--- config.mk ---
export PLATFORM = sky130hd
export DESIGN_NAME = sram_port_arbiter
export DESIGN_NICKNAME = d
export VERILOG_FILES = /design/src/rtl/sram_port_arbiter.sv
export SDC_FILE = /design/constraint.sdc
export NUM_CORES = 1
export LEC_CHECK = 0
export ABC_AREA = 1
export ABC_CLOCK_PERIOD_IN_PS = 6500
export BUFFER_PORTS_ARGS = -buffer_cell sky130_fd_sc_hd__buf_2
export CAP_MARGIN = 10
export CORE_AREA = 2 2 119 121
export DETAILED_ROUTE_END_ITERATION = 8
export DIE_AREA = 0 0 121 123
export GPL_TIMING_DRIVEN = 1
export PLACE_DENSITY = 0.63
export SETUP_SLACK_MARGIN = 0.3
export SYNTH_ARGS = -nofsm -noshare
export SYNTH_HDL_FRONTEND = slang
export SYNTH_SLANG_ARGS = --single-unit
--- constraint.sdc ---
create_clock -name clk -period 6.5 [get_ports clk]
set_input_delay 1.3 -clock clk [delete_from_list [all_inputs] [get_ports clk]]
set_output_delay 1.3 -clock clk [all_outputs]
set_load 0.005 [all_outputs]
--- src/rtl/sram_port_arbiter.sv ---
// rtl/sram_port_arbiter.sv - single-port SRAM arbiter between instruction fetch and data ports
module sram_port_arbiter #(
  parameter int MAX_DATA_RUN = 4
) (
  input  logic        clk,
  input  logic        rst,
  input  logic        inst_req,
  input  logic [31:0] inst_addr,
  output logic        inst_stall,
  output logic        inst_rvalid,
  output logic [31:0] inst_rdata,
  input  logic        data_req,
  input  logic [3:0]  data_wen,
  input  logic [31:0] data_addr,
  input  logic [31:0] data_wdata,
  output logic        data_stall,
  output logic        data_rvalid,
  output logic [31:0] data_rdata,
  output logic        sram_en,
  output logic [3:0]  sram_wen,
  output logic [31:0] sram_addr,
  output logic [31:0] sram_wdata,
  input  logic [31:0] sram_rdata,
  output logic [31:0] conflict_cnt
);

  localparam logic [3:0] MAX_RUN = 4'(MAX_DATA_RUN);

  typedef enum logic [1:0] {
    RESP_NONE = 2'd0,
    RESP_INST = 2'd1,
    RESP_DATA = 2'd2
  } resp_t;

  resp_t       r_resp_sel;
  resp_t       w_resp_next;
  logic [3:0]  r_run_cnt;
  logic [3:0]  w_run_next;
  logic [31:0] r_conflict_cnt;
  logic        w_inst_grant;
  logic        w_data_grant;

  // Grant decision: data wins unless fetch has waited through MAX_DATA_RUN data grants;
  // no grant is issued while reset is held.
  always_comb begin
    w_inst_grant = 1'b0;
    w_data_grant = 1'b0;
    if (!rst) begin
      w_inst_grant = inst_req & (~data_req | (r_run_cnt == MAX_RUN));
      w_data_grant = data_req & ~w_inst_grant;
    end
  end

  // SRAM drive and stall outputs from the current grant.
  always_comb begin
    sram_en    = w_inst_grant | w_data_grant;
    sram_wen   = 4'b0000;
    sram_addr  = 32'd0;
    sram_wdata = 32'd0;
    if (w_inst_grant) begin
      sram_addr = inst_addr;
    end else if (w_data_grant) begin
      sram_wen   = data_wen;
      sram_addr  = data_addr;
      sram_wdata = data_wdata;
    end
    inst_stall = inst_req & ~w_inst_grant;
    data_stall = data_req & ~w_data_grant;
  end

  // Next response owner and next starvation count.
  always_comb begin
    w_resp_next = RESP_NONE;
    if (w_inst_grant) begin
      w_resp_next = RESP_INST;
    end else if (w_data_grant && (data_wen == 4'b0000)) begin
      w_resp_next = RESP_DATA;
    end
    w_run_next = r_run_cnt;
    if (!inst_req || w_inst_grant) begin
      w_run_next = 4'd0;
    end else if (w_data_grant && (r_run_cnt < MAX_RUN)) begin
      w_run_next = r_run_cnt + 4'd1;
    end
  end

  // State registers: response owner, starvation run, contention counter.
  always_ff @(posedge clk or posedge rst) begin
    if (rst) begin
      r_resp_sel     <= RESP_NONE;
      r_run_cnt      <= 4'd0;
      r_conflict_cnt <= 32'd0;
    end else begin
      r_resp_sel <= w_resp_next;
      r_run_cnt  <= w_run_next;
      if (inst_req && data_req) begin
        r_conflict_cnt <= r_conflict_cnt + 32'd1;
      end
    end
  end

  // Read data is steered to whichever port owns the response this cycle.
  always_comb begin
    inst_rvalid  = (r_resp_sel == RESP_INST);
    data_rvalid  = (r_resp_sel == RESP_DATA);
    inst_rdata   = inst_rvalid ? sram_rdata : 32'd0;
    data_rdata   = data_rvalid ? sram_rdata : 32'd0;
    conflict_cnt = r_conflict_cnt;
  end

endmodule
### Word level (Yosys, flattened, before mapping)

Index checks and enable logic that the tools add are counted.
W data, S select, Z words.

| word-level totals | value |
|---|---|
| memories | 0 |
| latch bits | 0 |
| input port bits | 136 |
| output and inout bits | 169 |
| word-level logic and storage cells | 40 |
| register bits after elaboration | 38 |
| memory bits (writable) | 0 |
| ROM bits | 0 |

| cells by class | value |
|---|---|
| equality and inequality tests | 3 |
| $mul | 0 |
| muxes and demuxes | 14 |
| $add $sub $neg | 2 |
| divide/modulo/power cells | 0 |
| bitwise operators | 10 |
| reductions and logical operators | 7 |
| shift-type cells | 0 |
| magnitude comparators | 1 |

Operators with widths:

| cell | count |
|---|---|
| $mux W32 | 6 |
| $add A32 B1 Y32 const B | 1 |
| $mux W4 | 4 |
| $add A4 B1 Y4 const B | 1 |
| $and A1 B1 Y1 | 4 |
| $eq A4 B3 Y1 const B | 1 |
| $logic_not A4 Y1 | 1 |
| $lt A4 B3 Y1 const B | 1 |
| $mux W2 | 2 |
| $not A1 Y1 | 4 |
| $logic_and A1 B1 Y1 | 3 |
| $eq A2 B1 Y1 const B | 1 |
| $eq A2 B2 Y1 const B | 1 |
| $mux W1 | 2 |
| $or A1 B1 Y1 | 2 |
| $reduce_bool A2 Y1 | 1 |
| $logic_not A1 Y1 | 1 |
| $logic_or A1 B1 Y1 | 1 |

### Longest topological paths before layout

Gate-level depths: netlist (run 1).

| depth | value |
|---|---|
| word-level depth | 9 |
| mapped depth | 10 |

### Worst setup path after synthesis (run 1)

Ideal clock, no wire load.

| timing path | value |
|---|---|
| path type | input -> output |
| start | input port rst |
| end | output port sram_addr[10] |
| data arrival time | 2810 ps |
| required time | 5200 ps |
| stages | 6 |
| path slack | 2390 ps |
| buffers on the path | 1 |
| cell sequence | inv_1 -> nand3_1 -> inv_1 -> buf_2 -> nand2_1 -> nand2_1 |

| between the ends | value |
|---|---|
| longest elaborated chain between the ends | 3 |
| elaborated cells on any way between the ends | 4 |
| classes of those cells | 4 x mux |

RTL lines:

| what | line | text |
|---|---|---|
| start, declared | 6 | `input logic rst,` |
| $mux W1 | 48 | `if (!rst) begin` |
| $mux W32 | 62 | `end else if (w_data_grant) begin` |
| $mux W32 (*) | 60 | `if (w_inst_grant) begin` |
| end, declared | 21 | `output logic [31:0] sram_addr,` |

Mark *: on every way between the ends. The rest lies on a longest branch, timed or not.

### Final worst setup path (run 1)

| timing path | value |
|---|---|
| start | input port rst |
| end | output port sram_addr[14] |

The elaborated chain is that of the path after synthesis.

==> metrics.md, run 1 <==
| Metric | Value |
|---|---|
| Status | completed |
| Synth top cells by count | nand2_1 (166), nor2_1 (126), inv_1 (102), dfrtp_1 (38), nand3_1 (17) |
| H-tree depth | 2 |
| Mapped cell area | 3160 um2 |
| Routability cong. | 0.835 |
| Post-CTS Resized | 0 |
| Post-CTS Repair Setup Buffers | 0 |
| Final global-route overflow total | 0 |
| Clock Sinks | 38 |
| Yosys warnings | 0 |
| PortBufs | 304 |
| TritonCTS clock tree | done |
| Area share of the largest cell type after synthesis | 0.301 |
| Worst EP arrival | 3.15 ns |
| Final nets | 968 |
| CP Max Fanout | 40 |
| Crit path required time | 5.20 ns |
| Layout Utilization | 0.368 |
| Mean post-synth cell area | 5.94 um2 |
| CP Launch Type | input port |
| Minimum clock period | 4.45 ns |
| Chip Width | 121 um |
| Top cells by area, synth | dfrtp_1 (30%), nand2_1 (20%), nor2_1 (15%) |
| Drt total wl | 14400 um |
| Max-cap violations | 0 |
| Worst vdd ir | 96.0 uV |
| Peak Freq | 225 MHz |
| Synth Register Bits | 38 |
| Clock skew | 0.00568 ns |
| Crit. End Element | primary output |
| Vias in the first global route | 3430 |
| Tightest Pin Transition | 0.930 ns |
| LEAKAGE | 3.41 nW |
| Ant diodes | 0 |
| CTS Buffer Depth | 2 |
| Chip height | 123 um |
| TNS Setup | 0 ns |
| Die area | 14900 um2 |
| Initial antenna violation count | 2 |
| Remaining antenna violation count | 0 |
| Final routed DRC violation total | 0 |
| Slew Viols, Final | 0 |
| Syn nets | 670 |
| RSZ-0062 raised after global routing | no |
| Worst-path clk slew | 0.06 ns |
| Detailed-route via count | 4061 |
| DPL Wire Length | 12400 um |
| DR iter-0 viols | 162 |
| Ratio of cells with drive above 1 in the final layout | 0.408 |
| IO Count | 305 |
| Top FF cell, synth | dfrtp_1 |
| Area Overhead vs Synth | 58.6% |
| Initial Util | 0.232 |
| Slew margin rel. | 0.380 |
| Cell Rows | 43 |
| Pwr Total | 0.758 mW |
| Critical setup path kind | input port to primary output |
| Final Hold Viols | 0 |
| Tot GR Track Use | 0.175 |
| Hold crit path type | flip-flop to flip-flop |
| Pre-antenna DRT Iters | 4 |
| Post-Syn Instances | 531 |
| Worst skew pair latency | 0.28 ns |
| Register area share after synthesis | 0.301 |
| First-pass GRT wire length | 20000 um |
| Via/cell ratio | 4.02 |
| Core Footprint | 13600 um2 |
| Hold Buf Count CTS | 0 |
| Fillers | 1533 |
| Pwr dens | 151 nW/um2 |
| CTS Buf Count | 5 |
| Yosys cell types | 27 |
| Final setup fails | 0 |
| Largest net degree at the start of global routing | 41 |
| Wire length per cell | 14.3 um |
| Cell taking the most area after synthesis | dfrtp_1 |
| Top-count cell post-synth | nand2_1 |
| Final period utilization | 0.685 |
| Post-synth ARST share | 1.00 |
| Post-synth EDFFs | 0 |
| Clk root buf | clkbuf_16 |
## metrics by stage
| step | hold WS [ns] | std cells | setup WS, ns | cell area, um2 |
|---|---|---|---|---|
| final | 0.513 | 1009 | 2.05 | 5010 |
| after global routing | 0.526 | 1009 | 1.77 | 5010 |
| after CTS | 0.515 | 1009 | 2.00 | 5010 |
| after detailed placement | 0.507 | 1002 | 2.01 | 4840 |
| after global placement | 0.491 | 1002 | 2.07 | 4840 |
| after floorplan | 0.473 | 531 | 2.39 | 3160 |
## flip-flops by register name, summed over array words and instances, names as in the netlist
signal        flops
r_run_cnt         4
r_resp_sel        2
conflict_cnt     32
## kinds of logic after synthesis
| family | synth area share |
|---|---|
| AND/OR/NAND/NOR | 0.465 |
| buffers and inverters | 0.154 |
| flip-flops | 0.301 |
| XOR/XNOR | 0.0611 |
| AO/OA/AOI/OAI | 0.00674 |
| adder cells (fa/ha/maj) | 0.0119 |
## path summary, 6_finish.rpt
path / from / to / slack [ns] / cells past startpoint
worst max-delay path: rst / sram_addr[14] / 2.05 / 8
worst min-delay path: conflict_cnt[16] / conflict_cnt[16] / 0.51 / 1
worst max register to register: r_run_cnt[0] / r_resp_sel[0] / 4.68 / 6
worst min register to register: conflict_cnt[16] / conflict_cnt[16] / 0.51 / 1
max in group asynchronous: rst / conflict_cnt[7] / 4.98 / 3
min in group asynchronous: rst / r_run_cnt[1] / 1.15 / 3
## report_power, final
group	leakage [nW]	internal [mW]	switching, mW
Combinational	2.83	0.0903	0.0997
Clock	0.0829	0.189	0.0939
Sequential	0.498	0.257	0.0271
## worst max-delay path, cell delays in order
cell and delay [ns]:
buf_2 0.10, inv_1 0.04, buf_4 0.43, nand3_1 0.17
inv_1 0.71, nand2_1 0.16, nand2_1 0.11, buf_2 0.11
## cells in the final DEF (no fill, tap or decap), types with 3 or more instances in the layout
master / synthesis / layout
dfrtp_1: 38 / 38
buf_4: 1 / 3
inv_2: 3 / 3
nand4_1: 8 / 8
inv_1: 102 / 102
buf_2: 7 / 304
nor2_2: 5 / 5
nand2_1: 166 / 166
ha_1: 3 / 3
nand3_2: 3 / 3
nand2_4: 3 / 3
nor2_4: 5 / 5
nand3_1: 17 / 17
xnor2_1: 13 / 13
nor3_1: 4 / 4
xor2_1: 9 / 9
nor2_1: 126 / 126
clkbuf_16: 0 / 5
## final cells by class
class                   count  area (um2)  area share
multi-input cells         371        1720       0.343
well taps                 180         225      0.0450
clock inverters             1        30.0     0.00600
repair buffers            307        1540       0.308
flip-flops and latches     38         951       0.190
inverters                 106         398      0.0795
clock buffers               6         139      0.0277
## metal layers
layer / share of wire / wire length [um] / vias up / GRT usage
met2: 0.44 / 6410 / 176 / 0.267
met4: 0.0030 / 44 / 4 / 0.0153
met3: 0.14 / 2040 / 9 / 0.0982
li1: - / - / 2123 / -
met5: 0.0019 / 27 / - / 0
met1: 0.41 / 5920 / 1749 / 0.224
Note: power is estimated with default switching activity, not from simulation.
==> run 2: changes to the inputs <==
--- a/config.mk
+++ b/config.mk
@@ -6,14 +6,14 @@
 export NUM_CORES = 1
 export LEC_CHECK = 0
 export ABC_AREA = 1
-export ABC_CLOCK_PERIOD_IN_PS = 6500
+export ABC_CLOCK_PERIOD_IN_PS = 3800
 export BUFFER_PORTS_ARGS = -buffer_cell sky130_fd_sc_hd__buf_2
 export CAP_MARGIN = 10
 export CORE_AREA = 2 2 119 121
 export DETAILED_ROUTE_END_ITERATION = 8
 export DIE_AREA = 0 0 121 123
 export GPL_TIMING_DRIVEN = 1
-export PLACE_DENSITY = 0.63
+export PLACE_DENSITY = 0.65
 export SETUP_SLACK_MARGIN = 0.3
 export SYNTH_ARGS = -nofsm -noshare
 export SYNTH_HDL_FRONTEND = slang
==> constraint.sdc (replaced) <==
create_clock -name clk -period 3.8 [get_ports clk]
set_input_delay 0.76 -clock clk [delete_from_list [all_inputs] [get_ports clk]]
set_output_delay 0.76 -clock clk [all_outputs]
set_load 0.005 [all_outputs]
==> run 2 against run 1 <==
Routed wire length increased by 5.5%; register-to-register slack lost 2.8 ns; first-iteration DRC count up 6.8%; clock skew shrank 0.0019 ns; clock-buffer cell count did not move; utilization is essentially flat; sequential power is 72% higher; critical path type is now flip-flop to primary output.
==> metrics.md, run 2 (synthesis gave the netlist of run 1 again) <==
| Metric | Value |
|---|---|
| CTS Buffer Depth | 2 (unchanged) |
| Crit path required time | 3.04 ns (-2.16 ns) |
| Die area | 14900 um2 (unchanged) |
| Hold Buf Count CTS | 0 (unchanged) |
| Area Overhead vs Synth | 58.7% (about the same) |
| Reg2reg setup slack | 1.86 ns (-2.82 ns) |
| Worst-path clk slew | 0.06 ns (about the same) |
| Slew Viols, Final | 0 (unchanged) |
| Final global-route overflow total | 0 (unchanged) |
| Routability cong. | 0.811 (-2.9%) |
| Clock skew | 0.00382 ns (-0.00186 ns) |
| Vias in the first global route | 3524 (+2.7%) |
| Post-CTS Repair Setup Buffers | 0 (unchanged) |
| IO Count | 305 (unchanged) |
| Chip Width | 121 um (unchanged) |
| Core Footprint | 13600 um2 (unchanged) |
| Initial Util | 0.232 (unchanged) |
| Pwr dens | 247 nW/um2 (+63%) |
| Final nets | 968 (unchanged) |
| Chip height | 123 um (unchanged) |
| Peak Freq | 323 MHz |
| Setup WS pre-CTS | 0.857 ns (-1.15 ns) |
| CP Max Fanout | 33 (-18%) |
| Min setup slack post-route | 0.704 ns (-1.34 ns) |
| Crit. End Element | primary output |
| Max-cap violations | 0 (unchanged) |
| DP Area | 4840 um2 (unchanged) |
| Tot GR Track Use | 0.188 (+0.0127) |
| Via/cell ratio | 4.04 (+0.29%) |
| First-pass GRT wire length | 20700 um (+3.9%) |
| Final Hold Viols | 0 (unchanged) |
| Detailed-route via count | 4109 (+1.2%) |
| H-tree depth | 2 (unchanged) |
| Pre-antenna DRT Iters | 4 (unchanged) |
| Clk root buf | clkbuf_16 |
| Post-route cell area | 5010 um2 (about the same) |
| Remaining antenna violation count | 0 (unchanged) |
| TNS Setup | 0 ns (unchanged) |
| Status | completed |
| PortBufs | 304 (unchanged) |
| GRT met2 Usage | 0.255 (-0.0123) |
| Minimum clock period | 3.10 ns |
| RSZ-0062 raised after global routing | no |
| Hold crit path type | flip-flop to flip-flop |
| CTS Buf Count | 5 (unchanged) |
| Grt peak-use layer | met1 |
| Clock Sinks | 38 (unchanged) |
| Commonest cells after routing, fill and taps aside | buf_2 (304), nand2_1 (166), nor2_1 (126) |
| Worst EP arrival | 2.34 ns (-0.81 ns) |
| TritonCTS clock tree | done |
| Multi-input logic area | 1720 um2 (unchanged) |
| Pwr Total | 1.24 mW (+63%) |
| DPL Wire Length | 13300 um (+7.2%) |
| Slew margin rel. | 0.326 (-0.0534) |
| LEAKAGE | 3.40 nW (-0.27%) |
| Largest net degree at the start of global routing | 40 (-2.4%) |
| Tightest Pin Transition | 1.01 ns (+0.0787 ns) |
| Wire length per cell | 15.0 um (+4.6%) |
| Finished Layout Cells | 1018 (+0.89%) |
| Critical setup path kind | flip-flop to primary output |
| Drt total wl | 15200 um (+5.5%) |
| Fillers | 1503 (-2.0%) |
| Final setup fails | 0 (unchanged) |
| Post-CTS Resized | 0 (unchanged) |
| Worst skew pair latency | 0.28 ns (about the same) |
| Final routed DRC violation total | 0 (unchanged) |
| Inst Count DP | 1002 (unchanged) |
| Initial antenna violation count | 11 (+9) |
| Cell Rows | 43 (unchanged) |
| Max FFs per register | 32 (unchanged) |
| CP Launch Type | flip-flop |
| Ratio of cells with drive above 1 in the final layout | 0.408 (+0.000714) |
| Met1 Usage GRT | 0.267 (+0.0431) |
| Final period utilization | 0.815 |
| Commonest non-fill, non-tap cell in the layout | buf_2 |
| Sequential Area | 951 um2 (unchanged) |
| Met3 Usage GRT | 0.0969 (-0.00138) |
| DR iter-0 viols | 173 (+6.8%) |
| Worst vdd ir | 146 uV (+53%) |
## run 2: power by group
part,internal [mW],leakage [nW],switching [mW]
clock,0.260,0.0729,0.164
sequential,0.440,0.498,0.0477
combinational,0.154,2.83,0.170
## run 2: worst max-delay path, cell delays in order, from the launching register on
cell,delay (ns)
dfrtp_1,0.40
inv_1,0.08
ha_1,0.15
nand3_1,0.08
nand2_1,0.12
nand3_1,0.11
inv_1,0.70
nand2_1,0.17
nand2_1,0.11
buf_2,0.11
## run 2: layout make-up
type | count | share of cell area
multi-input combinational | 371 | 0.343
timing repair buffer | 307 | 0.308
sequential | 38 | 0.190
inverter | 106 | 0.0794
tap | 180 | 0.0450
clock buffer | 6 | 0.0277
antenna | 8 | 0.00400
clock inverter | 2 | 0.00250
## run 2: through the flow
| step | util | hold WS (ns) |
|---|---|---|
| after floorplan | - | 0.473 |
| after global placement | 0.355 | 0.487 |
| after detailed placement | 0.355 | 0.505 |
| after CTS | 0.366 | 0.517 |
| after global routing | 0.367 | 0.532 |
| final | 0.368 | 0.507 |
## run 2: layer usage
| layer | vias to the layer above | share of wire |
|---|---|---|
| met5 | - | 0.0015 |
| met4 | 4 | 0.0037 |
| met3 | 10 | 0.14 |
| met2 | 181 | 0.40 |
| met1 | 1778 | 0.45 |
| li1 | 2136 | - |
## run 2: path summary, 6_finish.rpt
check | start | endpoint | cells after the start
worst min register to register | conflict_cnt[7] | conflict_cnt[7] | 1
worst max register to register | r_run_cnt[0] | r_resp_sel[0] | 7
min in group asynchronous | rst | r_resp_sel[0] | 3
max in group asynchronous | rst | conflict_cnt[8] | 3
worst max-delay path | r_run_cnt[0] | sram_addr[20] | 9
worst min-delay path | conflict_cnt[7] | conflict_cnt[7] | 1
==> run 3: changes to the inputs <==
--- a/config.mk
+++ b/config.mk
@@ -5,15 +5,15 @@
 export SDC_FILE = /design/constraint.sdc
 export NUM_CORES = 1
 export LEC_CHECK = 0
-export ABC_AREA = 1
-export ABC_CLOCK_PERIOD_IN_PS = 3800
+export ABC_AREA = 0
+export ABC_CLOCK_PERIOD_IN_PS = 3000
 export BUFFER_PORTS_ARGS = -buffer_cell sky130_fd_sc_hd__buf_2
 export CAP_MARGIN = 10
 export CORE_AREA = 2 2 119 121
 export DETAILED_ROUTE_END_ITERATION = 8
 export DIE_AREA = 0 0 121 123
 export GPL_TIMING_DRIVEN = 1
-export PLACE_DENSITY = 0.65
+export PLACE_DENSITY = 0.59
 export SETUP_SLACK_MARGIN = 0.3
 export SYNTH_ARGS = -nofsm -noshare
 export SYNTH_HDL_FRONTEND = slang
==> constraint.sdc (replaced) <==
create_clock -name clk -period 3 [get_ports clk]
set_input_delay 0.6 -clock clk [delete_from_list [all_inputs] [get_ports clk]]
set_output_delay 0.6 -clock clk [all_outputs]
set_load 0.005 [all_outputs]
==> run 3 against run 2 <==
First-iteration DRC count fell by 59%; routed wire length fell by 29%; cell count fell by 22%; combinational power rose by 14%; total power rose by 34%; die area did not move; register-to-register slack got worse by 0.77 ns; highest routed layer is now met4.
==> metrics.md, run 3 <==
| Metric | Value |
|---|---|
| Status | completed |
| Ant diodes | 0 (-8) |
| Top cells by area, synth | dfrtp_1 (35%), and2_1 (23%), a22o_1 (10%) |
| Fillers | 1438 (-4.3%) |
| H-tree depth | 2 (unchanged) |
| Post-synth EDFFs | 0 (unchanged) |
| Ratio of cells with drive above 1 in the final layout | 0.538 (+0.129) |
| Final Hold Viols | 0 (unchanged) |
| Worst Setup SP | r_run_cnt[0] |
| Tot GR Track Use | 0.132 (-0.0556) |
| RR Endpoint | conflict_cnt[30] |
| Worst-path clk slew | 0.06 ns (about the same) |
| Slew margin rel. | 0.552 (+0.225) |
| Syn nets | 447 (-33%) |
| CTS Buffer Depth | 2 (unchanged) |
| IO Count | 305 (unchanged) |
| Minimum clock period | 2.57 ns |
| Wire length per cell | 13.7 um (-8.2%) |
| Worst EP arrival | 1.97 ns (-0.37 ns) |
| Die area | 14900 um2 (unchanged) |
| First-pass GRT wire length | 15600 um (-25%) |
| Slew Viols, Final | 0 (unchanged) |
| Share of the synthesized area in compound gates (AO/OA/AOI/OAI) | 0.110 (+0.103) |
| Via/cell ratio | 4.22 (+4.6%) |
| Chip height | 123 um (unchanged) |
| Yosys warnings | 0 (unchanged) |
| Clock Sinks | 38 (unchanged) |
| Crit. End Element | primary output |
| Crit path required time | 2.40 ns (-0.64 ns) |
| Critical setup path kind | flip-flop to primary output |
| Mean post-synth cell area | 8.86 um2 (+49%) |
| RSZ-0062 raised after global routing | yes |
| LEAKAGE | 2.81 nW (-17%) |
| Core Footprint | 13600 um2 (unchanged) |
| Final nets | 748 (-23%) |
| Area Overhead vs Synth | 72.1% |
| Tightest Pin Transition | 0.667 ns (-0.342 ns) |
| Worst vdd ir | 288 uV (+96%) |
| Routability cong. | 0.841 (+3.6%) |
| Initial antenna violation count | 0 (-11) |
| Cell taking the most area after synthesis | dfrtp_1 |
| Commonest non-fill, non-tap cell in the layout | buf_2 |
| Worst skew pair latency | 0.27 ns (about the same) |
| R2R cell count | 5 (-2) |
| Final routed DRC violation total | 0 (unchanged) |
| Cell Rows | 43 (unchanged) |
| Mux contribution to synthesized area | 0.00779 (+0.00779) |
| Area share of the largest cell type after synthesis | 0.348 (+0.0471) |
| Hold crit path type | input port to async pin |
| TNS Setup | 0 ns (unchanged) |
| Max-cap violations | 0 (unchanged) |
| Top-count cell post-synth | and2_1 |
| Final period utilization | 0.858 |
| Max FFs per register | 32 (unchanged) |
| Clock skew | 0.00405 ns (+0.000231 ns) |
| Initial Util | 0.200 (-0.0313) |
| Yosys cell types | 32 (+19%) |
| Post-route cell area | 4700 um2 (-6.2%) |
| Top FF cell, synth | dfrtp_1 |
| Reg2reg start | conflict_cnt[0] |
| Clk root buf | clkbuf_16 |
| Pwr dens | 352 nW/um2 (+43%) |
| CP Max Fanout | 34 (+3.0%) |
| DR iter-0 viols | 71 (-59%) |
| PortBufs | 304 (unchanged) |
| Peak Freq | 389 MHz |
| Final global-route overflow total | 0 (unchanged) |
| Crit path capture | inst_stall |
| Commonest cells after routing, fill and taps aside | buf_2 (304), and2_1 (102), dfrtp_1 (38) |
| Mapped cell area | 2730 um2 (-14%) |
| Largest family of logic cells by synthesized area | simple AND/OR/NAND/NOR gates |
| Chip Width | 121 um (unchanged) |
| Drt total wl | 10900 um (-29%) |
| CTS Buf Count | 5 (unchanged) |
| Final setup fails | 0 (unchanged) |
| Register area share after synthesis | 0.348 (+0.0471) |
| TritonCTS clock tree | done |
| CP Launch Type | flip-flop |
| DPL Wire Length | 9020 um (-32%) |
| Post-synth ARST share | 1.00 (unchanged) |
| Finished Layout Cells | 790 (-22%) |
| Detailed-route via count | 3335 (-19%) |
| Synth Register Bits | 38 (unchanged) |
| Hold Buf Count CTS | 0 (unchanged) |
| Vias in the first global route | 3033 (-14%) |
| XOR/XNOR Fraction of Synth Area | 0.103 (+0.0416) |
| Post-Syn Instances | 308 (-42%) |
| Synth top cells by count | and2_1 (102), dfrtp_1 (38), a22o_1 (32), xnor2_1 (19), clkbuf_1 (16) |
| Pre-antenna DRT Iters | 4 (unchanged) |
| DP Area | 4490 um2 (-7.3%) |
| Remaining antenna violation count | 0 (unchanged) |
| Post-synthesis adder-cell area fraction | 0.0138 (+0.00186) |
| Reg2reg setup slack | 1.09 ns (-0.77 ns) |
| Inst Count DP | 782 (-22%) |
| Largest net degree at the start of global routing | 49 (+23%) |
| Post-synthesis simple-gate area fraction | 0.384 (-0.0813) |
-- run 3: timing repair --
| item | CTS | global route |
|---|---|---|
| gates resized for setup | 1 | 3 |
| pin swaps | 0 | 0 |
| buffers inserted | 0 | 0 |
| endpoints found under the setup margin | 1 | 2 |
| hold endpoints to repair | 0 | 0 |
-- run 3: area by class of cell --
| cell class | count | area, um2 | area share |
|---|---|---|---|
| tap | 180 | 225 | 0.0480 |
| clock inverter | 3 | 68.8 | 0.0147 |
| multi-input combinational | 246 | 1710 | 0.364 |
| timing repair buffer | 311 | 1590 | 0.339 |
| sequential | 38 | 951 | 0.203 |
| inverter | 7 | 26.3 | 0.00560 |
| clock buffer | 5 | 125 | 0.0266 |
-- run 3: logic make-up after synthesis --
| family | count (synthesis) |
|---|---|
| adders and majority gates | 3 |
| DFF | 38 |
| buffers and inverters | 24 |
| muxes | 2 |
| xor gates and xnor gates | 32 |
| and+or+nand+nor | 174 |
| AOI/OAI and AO/OA | 35 |
-- run 3: report_power, final --
part / switching [mW] / internal, mW
Combinational: 0.167 / 0.204
Clock: 0.204 / 0.477
Sequential: 0.0513 / 0.551
-- run 3: how the worst min path moves through the flow --
stage,from,endpoint,slack [ns],depth (start not counted)
5_1_grt,rst,r_resp_sel[0],0.50,3
6_report,rst,r_run_cnt[1],0.44,3
4_1_cts,rst,r_run_cnt[1],0.47,3
3_3_place_gp,conflict_cnt[31],conflict_cnt[31],0.46,1
2_1_floorplan,conflict_cnt[31],conflict_cnt[31],0.47,1
3_5_place_dp,conflict_cnt[31],conflict_cnt[31],0.46,1
-- run 3: worst max-delay path, cell delays in order (launching register included) --
cell      delay, ns
dfrtp_1        0.40
inv_1          0.07
ha_1           0.20
nand3b_1       0.11
a21oi_2        0.25
buf_12         0.23
nand2b_1       0.23
inv_1          0.06
buf_2          0.13
-- run 3: stage by stage --
step | util | setup WS [ns] | hold slack, ns | power [mW]
2_1_floorplan | - | 0.748 | 0.468 | 0.752
3_3_place_gp | 0.330 | 0.485 | 0.461 | 0.983
3_5_place_dp | 0.330 | 0.477 | 0.465 | 0.984
4_1_cts | 0.344 | 0.342 | 0.474 | 1.68
5_1_grt | 0.345 | 0.261 | 0.499 | 1.76
6_report | 0.345 | 0.427 | 0.445 | 1.65
-- run 3: routing by layer --
layer | vias up | GRT usage | wire, um
met5 | - | 0 | 0
met4 | 0 | 0.0153 | 39
met3 | 4 | 0.0263 | 869
met2 | 177 | 0.234 | 5500
met1 | 1505 | 0.171 | 4450
li1 | 1649 | - | -
